===== src/rtl/riscv_types_pkg.sv =====
// Shared types for the core's pipeline: stage control vector and stage-register states.
package riscv_types;

  typedef struct packed {
    logic       reg_write;
    logic       mem_read;
    logic       mem_write;
    logic       mem_to_reg;
    logic       branch;
    logic       jump;
    logic       alu_src;
    logic [1:0] alu_op;
  } riscv_control_t;

  typedef enum logic [1:0] {
    PS_EMPTY = 2'd0,
    PS_ONE   = 2'd1,
    PS_FULL  = 2'd2
  } pipe_state_e;

endpackage


===== src/rtl/pipe_stage_skid_entry.sv =====
// One stage-register entry: payload, control vector and valid, with load and clear.
module pipe_entry_reg
  import riscv_types::*;
#(
  parameter int unsigned DATA_W = 32
) (
  input  logic              clk_in,
  input  logic              rst_in,
  input  logic              load,
  input  logic              clear,
  input  logic              zero_data,
  input  logic [DATA_W-1:0] next_data,
  input  riscv_control_t    next_ctrl,
  output logic              valid,
  output logic [DATA_W-1:0] data,
  output riscv_control_t    ctrl
);

  // Clear wins over load so a flush discards a same-cycle write.
  always_ff @(posedge clk_in) begin
    if (rst_in) begin
      valid <= 1'b0;
      data  <= '0;
      ctrl  <= '0;
    end else if (clear) begin
      valid <= 1'b0;
      ctrl  <= '0;
      if (zero_data) data <= '0;
    end else if (load) begin
      valid <= 1'b1;
      data  <= next_data;
      ctrl  <= next_ctrl;
    end
  end

endmodule


===== src/rtl/pipe_stage_skid.sv =====
// Parametrised pipeline stage register with valid/ready back-pressure, flush and
// an optional 2-entry skid buffer that keeps upstream ready registered.
module pipe_stage_skid
  import riscv_types::*;
#(
  parameter int unsigned DATA_W          = 32,
  parameter bit          SKID_EN         = 1'b1,
  parameter bit          FLUSH_CTRL_ONLY = 1'b0
) (
  input  logic              clk_in,
  input  logic              rst_in,
  input  logic              flush_in,
  input  logic              up_valid_in,
  output logic              up_ready_out,
  input  logic [DATA_W-1:0] up_data_in,
  input  riscv_control_t    up_ctrl_in,
  output logic              dn_valid_out,
  input  logic              dn_ready_in,
  output logic [DATA_W-1:0] dn_data_out,
  output riscv_control_t    dn_ctrl_out,
  output logic [1:0]        occ_out
);

  pipe_state_e state_q, state_d;

  logic              accept, emit;
  logic              head_valid, skid_valid;
  logic [DATA_W-1:0] head_data, skid_data, head_next_data;
  riscv_control_t    head_ctrl, skid_ctrl, head_next_ctrl;
  logic              head_load, head_clear, head_zero, head_from_skid;
  logic              skid_load, skid_clear, skid_zero;

  generate
    if (SKID_EN) begin : g_ready_reg
      assign up_ready_out = (state_q != PS_FULL) & ~rst_in;
    end else begin : g_ready_comb
      assign up_ready_out = (~head_valid | dn_ready_in) & ~rst_in;
    end
  endgenerate

  assign accept = up_valid_in & up_ready_out;
  assign emit   = head_valid & dn_ready_in;

  always_comb begin
    state_d        = state_q;
    head_load      = 1'b0;
    head_clear     = 1'b0;
    head_zero      = 1'b0;
    head_from_skid = 1'b0;
    skid_load      = 1'b0;
    skid_clear     = 1'b0;
    skid_zero      = 1'b0;
    if (flush_in) begin
      state_d    = PS_EMPTY;
      head_clear = 1'b1;
      head_zero  = ~FLUSH_CTRL_ONLY;
      skid_clear = 1'b1;
      skid_zero  = ~FLUSH_CTRL_ONLY;
    end else begin
      unique case (state_q)
        PS_EMPTY: begin
          if (accept) begin
            head_load = 1'b1;
            state_d   = PS_ONE;
          end
        end
        PS_ONE: begin
          if (accept && emit) begin
            head_load = 1'b1;
          end else if (accept && SKID_EN) begin
            skid_load = 1'b1;
            state_d   = PS_FULL;
          end else if (emit) begin
            head_clear = 1'b1;
            state_d    = PS_EMPTY;
          end
        end
        PS_FULL: begin
          if (emit) begin
            head_load      = 1'b1;
            head_from_skid = skid_valid;
            skid_clear     = 1'b1;
            state_d        = PS_ONE;
          end
        end
        default: state_d = PS_EMPTY;
      endcase
    end
  end

  always_ff @(posedge clk_in) begin
    if (rst_in) state_q <= PS_EMPTY;
    else        state_q <= state_d;
  end

  assign head_next_data = head_from_skid ? skid_data : up_data_in;
  assign head_next_ctrl = head_from_skid ? skid_ctrl : up_ctrl_in;

  pipe_entry_reg #(.DATA_W(DATA_W)) u_head (
    .clk_in    (clk_in),
    .rst_in    (rst_in),
    .load      (head_load),
    .clear     (head_clear),
    .zero_data (head_zero),
    .next_data (head_next_data),
    .next_ctrl (head_next_ctrl),
    .valid     (head_valid),
    .data      (head_data),
    .ctrl      (head_ctrl)
  );

  generate
    if (SKID_EN) begin : g_skid
      pipe_entry_reg #(.DATA_W(DATA_W)) u_skid (
        .clk_in    (clk_in),
        .rst_in    (rst_in),
        .load      (skid_load),
        .clear     (skid_clear),
        .zero_data (skid_zero),
        .next_data (up_data_in),
        .next_ctrl (up_ctrl_in),
        .valid     (skid_valid),
        .data      (skid_data),
        .ctrl      (skid_ctrl)
      );
    end else begin : g_no_skid
      assign skid_valid = 1'b0;
      assign skid_data  = '0;
      assign skid_ctrl  = '0;
    end
  endgenerate

  assign dn_valid_out = head_valid;
  assign dn_data_out  = head_data;
  assign dn_ctrl_out  = head_valid ? head_ctrl : '0;
  assign occ_out      = {state_q == PS_FULL, state_q == PS_ONE};

endmodule

===== config.mk =====
export PLATFORM = sky130hd
export DESIGN_NAME = pipe_stage_skid
export DESIGN_NICKNAME = d
export VERILOG_FILES = /design/src/rtl/riscv_types_pkg.sv /design/src/rtl/pipe_stage_skid_entry.sv /design/src/rtl/pipe_stage_skid.sv
export SDC_FILE = /design/constraint.sdc
export NUM_CORES = 1
export LEC_CHECK = 0
export CAP_MARGIN = 20
export CORE_AREA = 2 2 86 88
export CTS_CLUSTER_DIAMETER = 50
export DETAILED_ROUTE_END_ITERATION = 8
export DIE_AREA = 0 0 88 90
export HOLD_SLACK_MARGIN = 0.08
export PLACE_DENSITY = 0.82
export SLEW_MARGIN = 20
export SYNTH_ARGS = -nofsm -noshare
export SYNTH_HDL_FRONTEND = slang
export SYNTH_SLANG_ARGS = --single-unit

===== constraint.sdc =====
create_clock -name clk_in -period 2.71 [get_ports clk_in]
set_input_delay 0.271 -clock clk_in [delete_from_list [all_inputs] [get_ports clk_in]]
set_output_delay 0.271 -clock clk_in [all_outputs]
set_load 0.03 [all_outputs]

==> results.ini <==
[pwr]
p_int_w=0.001965
share_comb_of_total_power_pct=10.6
clkPwrFrac_pct=38.6
finalPower_w=0.002567
p_leak_nw=1.483
netSwitchingFraction_pct=23.44
peakVddDrop_v=0.0003269
switchingPower_w=0.0006018
powerDensity_mw_per_mm2=548.8
power_frac_seq_pct=50.9

[critical_path]
worstPathCellList=nand4b_1 > nor3b_2 > buf_4 > mux2i_1 > o2bb2ai_1
critPathSlowestCell=dfxtp_1
crit_arrival_ns=2.30
slowest_delay_ns=0.55
start_kind=register
crit_family=simple AND/OR/NAND/NOR gates
critical_path_buf_inv_count=1
path_class=reg -> reg
path_max_fanout=24
cp.required_ns=2.94
cp-end-kind=register

[placed_design]
place_ws_ns=0.3743
dp_hpwl_um=5240
gp_congestion=0.8524
numPortBuffers=90

[drt]
avgRoutedWirePerCell_um=14.52
drc=0
drt-pass1-iter-count=6
via_per_inst=5.309
final_antenna_net_count=0
via_count=2904
drtIter0Drc=144
totalWireLength_um=7940

[yosys]
syn_avg_cell_area_um2=9.732
synth-edff-count=0
synth.net_count=406
synth_top_area_share_pct=49.14
synthArstFlopShare_pct=0
synth_area_mm2=0.003503
ys.flop_type=dfxtp_1
synth-seq-cells=86
synth_cell_type_count=33
ys_warn_count=0
seq_area_frac_synth_pct=49.14
synth_area_leaders=dfxtp_1 49%, mux2i_1 14%, o2bb2ai_1 8.0%
synth_top_area_cell=dfxtp_1
synth_cells=360

[clocking]
numCtsBuffers=9
clock_tree.buffer_depth=2
clock_latency_ns=0.35
cts.hold.buffers_added=0
htreeDepth=3
clk_pin_slew_ns=0.08
postCtsResizedCells=0
cts-root-buf=clkbuf_8
tritoncts=built
postCtsSetupBuffers=0
cts.sinks=86

[finish]
nNetsFinal=489
ff_latch_area_mm2=0.001722
insertedDiodeCount=0
fillCellCount=546
drive_gt1_share_pct=8.259
syn_to_final_growth_pct=33.50
multi_input_area_mm2=0.001635

[min_path]
hold_path_class=reg -> reg

[grt]
grt_first_pass_wirelength_um=13030
grt_pass1_vias=2841
track_usage_pct=20.55
antenna_found_initial=0
grt_overflow_total=0
grt_max_degree=34

[sta]
tns_ns=0
min_period_over_period_pct=76.33
skew_ns=0.008076
finalHoldViolCount=0
worst_slew_pin_slew_ns=0.8539
slew_headroom_pct=42.94
worst_slack_ns=0.6414
drv_slew=0
hold_ws_ns=0.4566
fmax_ghz=0.4834
rsz0062_at_grt=false
min_period_ns=2.069
setup-violations-final=0

[floorplan]
initial_core_util_pct=49.90
die_y_um=90
rows=31
die_w_um=88
dieArea_mm2=0.007920
core_area_mm2=0.007020
io_pins=91

[status]
status=finished, final reports clean

[job]
cap_violations=0

## through the flow
step	instance area (um2)	instances	utilization, %
final	4677	547	66.62
after global routing	4677	547	66.62
after CTS	4677	547	66.62
after detailed placement	4454	531	63.45
after global placement	4454	531	63.45
after floorplan	3503	360	-
## path summary, 6_finish.rpt
path / startpoint / to / slack, ns / cells past startpoint
worst min-delay path: g_skid.u_skid.data[10] / g_skid.u_skid.data[10] / 0.46 / 2
worst max register to register: u_head.valid / u_head.data[0] / 0.64 / 5
worst min register to register: g_skid.u_skid.data[10] / g_skid.u_skid.data[10] / 0.46 / 2
worst max-delay path: u_head.valid / u_head.data[0] / 0.64 / 5
## tightest hold or removal path, delay by kind of cell, from the launching register on
family,cells,cell delay [ns]
AOI/OAI and AO/OA,1,0.05
and+or+nand+nor,1,0.05
DFF,1,0.31
## placed cells by master, fill, tap and decap left out, types with 2 or more instances in the layout
cell type,n
clkdlybuf4s50_1,90
dfxtp_1,86
nand2_1,68
mux2i_1,50
a21oi_1,34
o2bb2ai_1,32
nor2_1,23
and2_1,10
clkbuf_8,10
a211oi_2,7
buf_4,7
nor2b_1,2
and2b_1,2
o21ai_2,2
a211oi_1,2
bufinv_16,2
## cells in the mapped netlist (2+ instances only)
| library cell | number |
|---|---|
| o21ai_1 | 2 |
| buf_6 | 4 |
| and2b_1 | 2 |
| a211oi_1 | 2 |
| nor2_1 | 23 |
| a211oi_2 | 7 |
| mux2i_1 | 50 |
| and2_1 | 10 |
| buf_2 | 6 |
| o2bb2ai_1 | 32 |
| clkbuf_1 | 11 |
| dfxtp_1 | 86 |
| a21oi_1 | 34 |
| nor2b_1 | 2 |
| nand2_1 | 68 |
| buf_4 | 4 |
## cells by family after synthesis
| kind of cell | after synthesis | share of synthesized area (%) |
|---|---|---|
| and+or+nand+nor | 117 | 14.89 |
| DFF | 86 | 49.14 |
| buffers and inverters | 26 | 4.607 |
| muxes | 50 | 14.29 |
| AOI/OAI and AO/OA | 81 | 17.07 |
## layer usage
layer,part of all wire [%],GRT usage [%],up-vias
met2,50,34.66,80
met3,4.8,3.030,12
met4,1.3,7.564,0
li1,-,-,1421
met1,44,26.22,1391
met5,0,0,-
## power by group through the flow
| stage | Clock, W | Combinational (W) | Sequential [W] |
|---|---|---|---|
| after detailed placement | 0 | 0.000269 | 0.00133 |
| after global routing | 0.00106 | 0.000290 | 0.00131 |
| after CTS | 0.00100 | 0.000272 | 0.00131 |
| after global placement | 0 | 0.000268 | 0.00133 |
| after floorplan | 0 | 0.000101 | 0.00137 |
| final | 0.000990 | 0.000271 | 0.00131 |
## flip-flops by register name (all words and copies together), names as in the netlist
signal and count:
u_head.valid 1, u_head.data 32, state_q 2, g_skid.u_skid.ctrl 9, g_skid.u_skid.valid 1, u_head.ctrl 9
g_skid.u_skid.data 32
## layout make-up
cell class	instances	share of cell area, %
Sequential cell	86	36.81
Multi-Input combinational cell	248	34.97
Clock buffer	11	3.023
Tap cell	99	2.648
Clock inverter	5	1.739
Timing Repair Buffer	98	20.81
No activity file was read; power rests on OpenSTA's default activity.
